==> src/rtl/uart_pkg.sv <==
// Shared definitions for the UART transmit path: FSM state encoding and line-level bit constants.
package uart_pkg;

  typedef enum logic [2:0] {
    IDLE   = 3'd0,
    START  = 3'd1,
    DATA   = 3'd2,
    PARITY = 3'd3,
    STOP   = 3'd4
  } state_t;

  localparam logic PAR_EVEN  = 1'b0;
  localparam logic PAR_ODD   = 1'b1;
  localparam logic START_BIT = 1'b0;
  localparam logic STOP_BIT  = 1'b1;

endpackage

==> src/rtl/tx_serializer.sv <==
// Load/shift register and data-bit counter for the UART transmitter, LSB first.
module tx_serializer #(
  parameter int DATA_WIDTH = 8
) (
  input  logic                  CLK,
  input  logic                  RST,
  input  logic                  load,
  input  logic                  shift_en,
  input  logic [DATA_WIDTH-1:0] data,
  output logic                  ser_bit,
  output logic                  ser_done
);

  localparam int CW = $clog2(DATA_WIDTH);
  localparam logic [CW-1:0] LAST = CW'(DATA_WIDTH - 1);

  logic [DATA_WIDTH-1:0] shreg;
  logic [CW-1:0]         cnt;
  logic                  first;

  assign ser_bit  = shreg[0];
  assign ser_done = !first && (cnt == LAST);

  // The first shift (leaving START) puts bit 0 on the line; cnt stays at 0 so it
  // indexes the bit currently being presented throughout DATA.
  always_ff @(posedge CLK or negedge RST) begin
    if (!RST) begin
      shreg <= '0;
      cnt   <= '0;
      first <= 1'b0;
    end else if (load) begin
      shreg <= data;
      cnt   <= '0;
      first <= 1'b1;
    end else if (shift_en) begin
      shreg <= shreg >> 1;
      if (first)
        first <= 1'b0;
      else if (!ser_done)
        cnt <= cnt + CW'(1);
    end
  end

endmodule

==> src/rtl/uart_tx.sv <==
// UART transmitter: one frame bit per CLK; start, DATA_WIDTH data bits LSB first, optional parity, stop.
module uart_tx
  import uart_pkg::*;
#(
  parameter int DATA_WIDTH = 8
) (
  input  logic                  CLK,
  input  logic                  RST,
  input  logic [DATA_WIDTH-1:0] P_DATA,
  input  logic                  DATA_VALID,
  input  logic                  PAR_EN,
  input  logic                  PAR_TYP,
  output logic                  TX_OUT,
  output logic                  Busy
);

  state_t state;
  logic   par_en_q;
  logic   par_bit_q;
  logic   load;
  logic   shift_en;
  logic   ser_bit;
  logic   ser_done;

  function automatic logic parity_of(input logic [DATA_WIDTH-1:0] d, input logic typ);
    return (typ == PAR_ODD) ? ~^d : ^d;
  endfunction

  assign load     = (state == IDLE) && DATA_VALID;
  assign shift_en = (state == START) || ((state == DATA) && !ser_done);

  tx_serializer #(.DATA_WIDTH(DATA_WIDTH)) u_ser (
    .CLK      (CLK),
    .RST      (RST),
    .load     (load),
    .shift_en (shift_en),
    .data     (P_DATA),
    .ser_bit  (ser_bit),
    .ser_done (ser_done)
  );

  // Parity is resolved from the word as it is latched, so later input changes cannot affect it.
  always_ff @(posedge CLK or negedge RST) begin
    if (!RST) begin
      state     <= IDLE;
      TX_OUT    <= STOP_BIT;
      Busy      <= 1'b0;
      par_en_q  <= 1'b0;
      par_bit_q <= 1'b0;
    end else begin
      case (state)
        IDLE: begin
          if (DATA_VALID) begin
            par_en_q  <= PAR_EN;
            par_bit_q <= parity_of(P_DATA, PAR_TYP);
            state     <= START;
            TX_OUT    <= START_BIT;
            Busy      <= 1'b1;
          end else begin
            TX_OUT <= STOP_BIT;
            Busy   <= 1'b0;
          end
        end
        START: begin
          state  <= DATA;
          TX_OUT <= ser_bit;
        end
        DATA: begin
          if (ser_done) begin
            if (par_en_q) begin
              state  <= PARITY;
              TX_OUT <= par_bit_q;
            end else begin
              state  <= STOP;
              TX_OUT <= STOP_BIT;
            end
          end else begin
            TX_OUT <= ser_bit;
          end
        end
        PARITY: begin
          state  <= STOP;
          TX_OUT <= STOP_BIT;
        end
        STOP: begin
          state  <= IDLE;
          TX_OUT <= STOP_BIT;
          Busy   <= 1'b0;
        end
        default: begin
          state  <= IDLE;
          TX_OUT <= STOP_BIT;
          Busy   <= 1'b0;
        end
      endcase
    end
  end

endmodule

==> config.mk <==
export PLATFORM = sky130hd
export DESIGN_NAME = uart_tx
export DESIGN_NICKNAME = d
export VERILOG_FILES = /design/src/rtl/uart_pkg.sv /design/src/rtl/tx_serializer.sv /design/src/rtl/uart_tx.sv
export SDC_FILE = /design/constraint.sdc
export NUM_CORES = 1
export LEC_CHECK = 0
export ABC_AREA = 1
export CAP_MARGIN = 10
export CORE_ASPECT_RATIO = 1.5
export CORE_UTILIZATION = 45
export CTS_BUF_LIST = sky130_fd_sc_hd__clkbuf_16
export CTS_CLUSTER_SIZE = 16
export DETAILED_ROUTE_END_ITERATION = 8
export PLACE_DENSITY = 0.78
export SLEW_MARGIN = 20
export SYNTH_ARGS = -nofsm -noshare
export SYNTH_HDL_FRONTEND = slang
export SYNTH_SLANG_ARGS = --single-unit
==> constraint.sdc <==
create_clock -name CLK -period 2.74 [get_ports CLK]
set_clock_uncertainty 0.2 [all_clocks]
set_input_delay 0.274 -clock CLK [delete_from_list [all_inputs] [get_ports CLK]]
set_output_delay 0.274 -clock CLK [all_outputs]
set_load 0.01 [all_outputs]
==> metrics.cfg <==
[timing]
holdWs_ns = 0.297
slew_headroom_pct = 43.9
period_needed_ns = 1.81
fin_setup_tns_ns = 0
fin_crit_sh_pct = 66.0
max_freq_mhz = 553
finalMaxSlewViolations = 0
finalHoldViolations = 0
worst_pin_slew_ns = 0.838
rsz0062_at_grt = no
setup_viol = 0

[setup_path]
worstSetupEndpointType = register
worstPathRequired_ns = 2.72
crit_type = register to register
rr_worst_depth = 9
rr_startpoint = u_ser.cnt[0]$_DFFE_PN0P_
critPathLaunch = u_ser.cnt[0]$_DFFE_PN0P_
worstPathMaxFanout = 13
reg2reg_slack_ns = 0.93
worstReg2RegEnd = u_ser.shreg[5]$_DFFE_PN0P_
cp.arrival_ns = 1.79
cp-start-kind = register

[cts]
clock_sinks = 19
clk_latency_ns = 0.25
clk_transition_reported_paths_ns = 0.05
cts_tree = built
root_buffer = clkbuf_16
cts_buffers = 3
clk_path_buf_depth = 2
cts_resized = 0
ctsHoldBuffers = 0
cts_setup_buffers = 0
cts_max_level = 1

[yosys]
ys_top_cells_by_count = 44 x nand2_1, 18 x dfrtp_1, 14 x inv_1, 8 x nor2_1, 8 x o21ai_0
syn_avg_cell_area_um2 = 8.16
synth_ff_type = dfrtp_1
seq_area_frac_synth_pct = 42.6
synth_top_cell_by_area = dfrtp_1
ys_ff_latch = 19
synth_warnings = 0
ys_top_cells_by_area = dfrtp_1 40%, nand2_1 15%, inv_1 4.7%, o21ai_2 4.7%, a21oi_2 3.9%
synth_top_area_share_pct = 40.3
syn_inst = 137
synth_cell_types = 25
yosysMostFrequentCell = nand2_1
syn_nets = 152
syn_area_um2 = 1120
synth-edff-count = 0
async_flop_share_pct = 100

[run_status]
status = finished, final reports clean

[placed_design]
place_congestion = 0.759
placement.io_buffers = 14
dp_hpwl_um = 1570

[finish]
seq_area_um2 = 477
drive_gt1_share_pct = 19.0
area_growth_pct = 18.6
diodes = 0
fin_nets = 169
fillers = 196
finalCoreUtilization_pct = 58.0
multi_input_area_um2 = 537

[die]
num_rows = 21
start_util_pct = 48.9
die_h_um = 63.1
coreArea_um2 = 2290
ios = 15
dieArea_um2 = 2690
dieWidth_um = 42.7

[global_routing]
grt_max_degree = 20
antenna_found_initial = 0
grt_pass1_vias = 908
grt_pass1_wl_um = 3690
grt-ovfl-total = 0
track_usage_pct = 17.9

[hold_path]
holdCritPathClass = register to register
min-delay-start = u_ser.cnt[1]$_DFFE_PN0P_
holdPathStages = 2
holdPathEnd = u_ser.cnt[1]$_DFFE_PN0P_

[drt]
drt_wl_total_um = 2050
vias = 910
antenna_left = 0
routed_via_density = 5.17
dr.pass1.iters = 4
wl_per_cell_um = 11.7
drt_iter0_markers = 19
remaining_drc_errors = 0

[flow_run]
drv_cap = 0

[pwr]
peakVddDrop_mv = 0.502
finalPower_mw = 1.47
p_leak_nw = 0.659
powerDensity_nw_per_um2 = 1110

[final cells by class]
type,instances,share of cell area (%)
repair buffers,14,10.6
inverters,16,4.91
well taps,23,2.17
clock inverters,1,0.283
multi-input cells,100,40.5
clock buffers,3,5.66
flip-flops and latches,19,35.9
[state kept, by name, indices dropped and copies added, names as in the netlist]
| signal | flops |
|---|---|
| par_bit_q | 1 |
| Busy | 1 |
| u_ser.shreg | 8 |
| state | 3 |
| u_ser.cnt | 3 |
| u_ser.first | 1 |
| TX_OUT | 1 |
| par_en_q | 1 |
[power breakdown]
part | total, mW | internal, mW | switching [mW]
clock | 0.296 | 0.194 | 0.102
sequential | 0.504 | 0.416 | 0.0883
combinational | 0.668 | 0.261 | 0.407
[worst max-delay path: stages, from the launching register on]
cell	delay, ns
dfrtp_1	0.39
ha_1	0.20
ha_1	0.19
nand2_1	0.10
nand2_2	0.08
nand2_2	0.13
inv_2	0.08
nand2_4	0.17
nor2_1	0.08
a21oi_2	0.10
[worst max-delay path by stage]
stage / slack [ns] / endpoint / cells after the start
after CTS: 0.95 / u_ser.shreg[5]$_DFFE_PN0P_ / 9
after detailed placement: 0.88 / u_ser.cnt[0]$_DFFE_PN0P_ / 5
after global placement: 0.96 / u_ser.cnt[0]$_DFFE_PN0P_ / 5
final: 0.93 / u_ser.shreg[5]$_DFFE_PN0P_ / 9
after floorplan: 1.10 / u_ser.shreg[3]$_DFFE_PN0P_ / 10
after global routing: 0.81 / u_ser.shreg[5]$_DFFE_PN0P_ / 9
[metrics by stage]
| step | setup slack (ns) | cells | cell area, µm² |
|---|---|---|---|
| 2_1_floorplan | 1.10 | 137 | 1120 |
| 5_1_grt | 0.808 | 176 | 1330 |
| 3_5_place_dp | 0.883 | 172 | 1250 |
| 6_report | 0.932 | 176 | 1330 |
| 3_3_place_gp | 0.956 | 172 | 1250 |
| 4_1_cts | 0.954 | 176 | 1330 |
[kinds of logic after synthesis]
family	share of synthesized area, %
AND/OR/NAND/NOR	30.4
AO/OA/AOI/OAI	14.5
flip-flops	42.6
buffers and inverters	9.40
adder cells (fa/ha/maj)	2.24
XOR/XNOR	0.783
[routing by layer]
metal	wire [µm]	GRT usage [%]
met1	848	20.0
met2	1080	30.3
met3	83	4.87
met4	42	8.59
met5	0	0
[placed cells by master, fill, tap and decap left out, types with 5 or more instances in the layout]
cell type | netlist | routed
nor2_1 | 8 | 8
o21ai_2 | 6 | 6
clkdlybuf4s50_1 | 0 | 14
inv_1 | 14 | 15
o21ai_0 | 8 | 8
nand2_1 | 44 | 44
dfrtp_1 | 18 | 18
nand3_1 | 7 | 7
nor2_2 | 5 | 5
a21oi_2 | 5 | 5
(Power assumes the default switching activity.)
